### config.mk
export PLATFORM = sky130hd
export DESIGN_NAME = cpu_bus_arbiter
export DESIGN_NICKNAME = d
export VERILOG_FILES = /design/src/rtl/cpu_bus_arbiter.sv
export SDC_FILE = /design/constraint.sdc
export NUM_CORES = 1
export LEC_CHECK = 0
export CAP_MARGIN = 30
export CORE_AREA = 3 3 82 84
export DETAILED_ROUTE_END_ITERATION = 7
export DIE_AREA = 0 0 85 87
export GPL_ROUTABILITY_DRIVEN = 0
export GPL_TIMING_DRIVEN = 0
export HOLD_SLACK_MARGIN = 0.02
export PLACE_DENSITY_LB_ADDON = 0.08
export SLEW_MARGIN = 25
export SYNTH_ARGS = -nofsm -noshare
export SYNTH_HDL_FRONTEND = slang
export SYNTH_SLANG_ARGS = --single-unit
### constraint.sdc
create_clock -name clk_i -period 1.77 [get_ports clk_i]
set_input_delay 0.2655 -clock clk_i [delete_from_list [all_inputs] [get_ports clk_i]]
set_output_delay 0.2655 -clock clk_i [all_outputs]
set_load 0.01 [all_outputs]
### src/rtl/cpu_bus_arbiter.sv
// Two-master / one-slave Wishbone-style arbiter with the grant held for the whole cyc window.
// Optional stb-without-ack watchdog is compiled in with `define BUS_TIMEOUT_EN.
module cpu_bus_arbiter #(
  parameter int unsigned PRIORITY_MODE  = 0,
  parameter int unsigned TIMEOUT_CYCLES = 255
) (
  input  logic        clk_i,
  input  logic        rst_i,
  input  logic [31:0] m0_adr_i,
  input  logic [15:0] m0_dat_i,
  input  logic [1:0]  m0_sel_i,
  input  logic        m0_we_i,
  input  logic        m0_stb_i,
  input  logic        m0_cyc_i,
  output logic [15:0] m0_dat_o,
  output logic        m0_ack_o,
  output logic        m0_err_o,
  input  logic [31:0] m1_adr_i,
  input  logic [15:0] m1_dat_i,
  input  logic [1:0]  m1_sel_i,
  input  logic        m1_we_i,
  input  logic        m1_stb_i,
  input  logic        m1_cyc_i,
  output logic [15:0] m1_dat_o,
  output logic        m1_ack_o,
  output logic        m1_err_o,
  output logic [31:0] s_adr_o,
  output logic [15:0] s_dat_o,
  output logic [1:0]  s_sel_o,
  output logic        s_we_o,
  output logic        s_stb_o,
  output logic        s_cyc_o,
  input  logic [15:0] s_dat_i,
  input  logic        s_ack_i,
  output logic [1:0]  grant_o
);

  typedef struct packed {
    logic [31:0] adr;
    logic [15:0] dat;
    logic [1:0]  sel;
    logic        we;
    logic        stb;
    logic        cyc;
  } wb_req_t;

  typedef enum logic [1:0] {
    IDLE   = 2'd0,
    GRANT0 = 2'd1,
    GRANT1 = 2'd2
  } state_e;

  localparam logic [7:0] TO_LIM = TIMEOUT_CYCLES[7:0];

  state_e     state_q;
  logic [1:0] grant_q;
  logic       last_q;      // 0 = master 0 granted last, 1 = master 1
  logic [1:0] blocked_q;
  logic [1:0] elig;
  logic       tie_pick1;
  logic       timeout_hit;
  logic       ack_fwd;
  wb_req_t    m0_req, m1_req, s_req;

  assign m0_req = {m0_adr_i, m0_dat_i, m0_sel_i, m0_we_i, m0_stb_i, m0_cyc_i};
  assign m1_req = {m1_adr_i, m1_dat_i, m1_sel_i, m1_we_i, m1_stb_i, m1_cyc_i};

  assign elig      = {m1_cyc_i & ~blocked_q[1], m0_cyc_i & ~blocked_q[0]};
  assign tie_pick1 = (PRIORITY_MODE == 1) ? ~last_q : 1'b0;

  // Slave side follows the registered grant only, so an idle bus reads all zeros.
  always_comb begin
    s_req = '0;
    if (grant_q[0])      s_req = m0_req;
    else if (grant_q[1]) s_req = m1_req;
  end

  assign s_adr_o = s_req.adr;
  assign s_dat_o = s_req.dat;
  assign s_sel_o = s_req.sel;
  assign s_we_o  = s_req.we;
  assign s_stb_o = s_req.stb;
  assign s_cyc_o = s_req.cyc;

  assign ack_fwd  = s_ack_i & s_req.stb;
  assign m0_ack_o = ack_fwd & grant_q[0];
  assign m1_ack_o = ack_fwd & grant_q[1];
  assign m0_dat_o = s_dat_i;
  assign m1_dat_o = s_dat_i;
  assign grant_o  = grant_q;

  always_ff @(posedge clk_i) begin
    if (rst_i) begin
      state_q   <= IDLE;
      grant_q   <= 2'b00;
      last_q    <= 1'b1;
      blocked_q <= 2'b00;
    end else begin
      blocked_q[0] <= m0_cyc_i & (blocked_q[0] | (timeout_hit & grant_q[0]));
      blocked_q[1] <= m1_cyc_i & (blocked_q[1] | (timeout_hit & grant_q[1]));
      case (state_q)
        IDLE: begin
          if ((elig == 2'b11 && tie_pick1) || elig == 2'b10) begin
            state_q <= GRANT1;
            grant_q <= 2'b10;
          end else if (elig[0]) begin
            state_q <= GRANT0;
            grant_q <= 2'b01;
          end
        end
        GRANT0: begin
          if (timeout_hit || !m0_cyc_i) begin
            state_q <= IDLE;
            grant_q <= 2'b00;
            last_q  <= 1'b0;
          end
        end
        GRANT1: begin
          if (timeout_hit || !m1_cyc_i) begin
            state_q <= IDLE;
            grant_q <= 2'b00;
            last_q  <= 1'b1;
          end
        end
        default: begin
          state_q <= IDLE;
          grant_q <= 2'b00;
        end
      endcase
    end
  end

`ifdef BUS_TIMEOUT_EN
  logic [7:0] to_cnt_q, to_cnt_d;

  // Every grant is preceded by an idle cycle, which clears the count on grant change.
  assign timeout_hit = (grant_q != 2'b00) && (to_cnt_q == TO_LIM);

  always_comb begin
    to_cnt_d = to_cnt_q;
    if (grant_q == 2'b00 || timeout_hit || s_ack_i) to_cnt_d = '0;
    else if (s_req.stb)                             to_cnt_d = to_cnt_q + 8'd1;
  end

  always_ff @(posedge clk_i) begin
    if (rst_i) to_cnt_q <= '0;
    else       to_cnt_q <= to_cnt_d;
  end

  assign m0_err_o = timeout_hit & grant_q[0];
  assign m1_err_o = timeout_hit & grant_q[1];
`else
  logic unused_to_lim;
  assign unused_to_lim = ^TO_LIM;
  assign timeout_hit   = 1'b0;
  assign m0_err_o      = 1'b0;
  assign m1_err_o      = 1'b0;
`endif

endmodule

==> flow_metrics.env, run 1 <==
export IMPL_outcome="completed"
export IMPL_crit_path_start_kind="flop"
export IMPL_vias=1646
export IMPL_netlist_cell_type_count=13
export IMPL_layout_nets=444
export IMPL_place_detailed_hpwl_um=5320
export IMPL_internal_power_mw=0.703
export IMPL_maxSlewViolCount=0
export IMPL_postLayoutCoreUtil=0.500
export IMPL_slowest_delay_ns=0.34
export IMPL_num_io_pins=216
export IMPL_fin_cells=392
export IMPL_fin_crit_ns=1.73
export IMPL_grt_overflow=0
export IMPL_grt_pass1_wl_um=8390
export IMPL_total_power_mw=0.967
export IMPL_worst_r2r_setup_slack_ns=0.83
export IMPL_design_die_area_sq_mm=0.00740
export IMPL_p_switching_mw=0.264
export IMPL_syn_avg_cell_area_sq_um=8.33
export IMPL_drive_gt1_frac=0.233
export IMPL_arrival_ns=1.46
export IMPL_cts_tree="yes"
export IMPL_grt_use_total=0.141
export IMPL_viasPerCell=4.20
export IMPL_cp_max_fo=10
export IMPL_cp_end_kind="output port"
export IMPL_core_sq_mm=0.00599
export IMPL_max_freq_mhz=578
export IMPL_syn_area_sq_um=958
export IMPL_switching_share=0.273
export IMPL_first_pass_iters=4
export IMPL_antennaDiodeCount=0
export IMPL_rsz0062_at_grt="false"
export IMPL_min_path_type="reg -> reg"
export IMPL_p_comb_frac=0.701
export IMPL_rows=28
export IMPL_grt_pass1_vias=1668
export IMPL_die_w_um=85
export IMPL_synth_seq_cells=4
export IMPL_htreeDepth=1
export IMPL_pwr_share_seq=0.101
export IMPL_setup_violations=0
export IMPL_crit_chain="nor2b_2 -> buf_6 -> buf_4 -> a22o_1 -> dlygate4sd2_1"
export IMPL_cp_num_buf_inv=3
export IMPL_critPathKind="reg -> out"
export IMPL_antenna_left=0
export IMPL_syn_to_final_growth_pct=213
export IMPL_cts_buffer_depth=2
export IMPL_wl_per_cell_um=15.2
export IMPL_antenna_found_initial=0
export IMPL_p_per_area_mw_per_mm2=323
export IMPL_path_clk_slew_ns=0.03
export IMPL_io_buffer_count=197
export IMPL_min_period_over_period=0.977
export IMPL_clockRootBuffer="clkbuf_8"
export IMPL_drt_iter0_markers=23
export IMPL_cts_hold_buf=0
export IMPL_grt_max_degree=11
export IMPL_clkSinkCount=4
export IMPL_placed_cells=388
export IMPL_maxCapViolCount=0
export IMPL_start_util=0.160
export IMPL_drc_errors=0
export IMPL_timing_setup_tns_ns=0
export IMPL_cts_buffers=3
export IMPL_critPathTopFamily="buffers and inverters"
export IMPL_crit_required_ns=1.50
export IMPL_clock_latency_ns=0.22
export IMPL_hold_viol=0
export IMPL_p_leak_nw=1.49
export IMPL_yosysSeqAreaShare=0.0836
export IMPL_synth_warning_count=0
export IMPL_netlist_instances=115
export IMPL_irDropWorstVdd_uv=207
export IMPL_clkPwrFrac=0.198
export IMPL_routed_wl_um=5980
export IMPL_critPathSlowestCell="dfxtp_2"
export IMPL_finClkSkew_ns=0.000968
export IMPL_die_h_um=87
==> registers in the layout (all words and copies together) (netlist names) <==
register,flops
grant_o,2
blocked_q,2
==> cells in the final DEF (no fill, tap or decap), types with 2 or more instances in the layout <==
cell               n
dlygate4sd2_1     24
o21a_1             2
dlymetal6s2s_1     7
a22o_1            53
clkdlybuf4s50_1  142
dfxtp_2            2
nor3b_1            3
clkbuf_8           3
and3_1             2
buf_6              6
dfxtp_1            2
conb_1             2
buf_4             41
clkdlybuf4s15_1    3
clkbuf_2          21
==> path summary, 6_finish.rpt <==
check | cells past startpoint | end | start
setup / recovery | 5 | s_dat_o[0] | grant_o[1]
hold / removal | 2 | blocked_q[0] | blocked_q[0]
setup reg to reg | 3 | grant_o[0] | grant_o[0]
hold reg to reg | 2 | blocked_q[0] | blocked_q[0]
==> timing repair <==
action	CTS	global route
hold endpoints to repair	0	0
buffers inserted	0	1
setup endpoints to repair	55	43
resized for setup	59	54
pin swaps	0	0
==> metal layers <==
layer  up-vias  GRT usage  part of all wire
li1        814          -                 -
met5         -          0                 0
met3         2     0.0501              0.10
met1       739      0.151              0.34
met2        91      0.268              0.55
met4         0     0.0259            0.0033
==> Yosys cell counts <==
cell,number,area share
a21oi_1,1,0.0052
a22o_1,53,0.48
and3_1,2,0.013
and3b_1,1,0.0091
buf_2,6,0.031
buf_4,39,0.31
buf_6,1,0.012
conb_1,1,0.0039
dfxtp_1,4,0.084
inv_1,1,0.0039
nor2b_2,1,0.0091
nor3b_1,3,0.023
o21a_1,2,0.016
==> area by class of cell <==
type,instances,area [sq um]
Fill cell,586,3000
Timing Repair Buffer,198,1860
Multi-Input combinational cell,65,544
Buffer,46,368
Tap cell,75,93.8
Sequential cell,4,82.6
Clock buffer,3,41.3
Inverter,1,3.75
==> through the flow <==
stage | setup WS (ns) | area, sq um | hold slack (ns)
after CTS | -0.229 | 3040 | 0.475
final | 0.0401 | 3000 | 0.473
after detailed placement | -0.123 | 3030 | 0.472
after floorplan | 0.433 | 962 | 0.342
after global routing | 0.00510 | 3000 | 0.509
after global placement | -0.138 | 3030 | 0.465
==> cell families after synthesis <==
kind of cell | share of synthesized area
AO/OA/AOI/OAI | 0.505
buffers and inverters | 0.352
AND/OR/NAND/NOR | 0.0548
flip-flops | 0.0836
other | 0.00391
==> worst register-to-register path: stages (launching register included) <==
cell     delay [ns]
dfxtp_2        0.34
buf_6          0.14
buf_4          0.17
o21a_1         0.18
==> power groups by stage <==
stage | clock (mW) | combinational [mW] | sequential, mW
after floorplan | 0 | 0.238 | 0.0978
final | 0.192 | 0.678 | 0.0974
after detailed placement | 0 | 0.731 | 0.0976
after global placement | 0 | 0.731 | 0.0977
after global routing | 0.204 | 0.722 | 0.0975
after CTS | 0.199 | 0.692 | 0.0973
(Power assumes the default switching activity.)
==> run 2: changes to the inputs <==
GPL_ROUTABILITY_DRIVEN = not set   (was 0)
==> results of run 2 <==
The final DEF is identical to that of run 1; final timing and power are the same.
==> run 3: changes to the inputs <==
HOLD_SLACK_MARGIN = not set   (was 0.02)
==> results of run 3 <==
The final DEF is identical to that of run 1; final timing and power are the same.
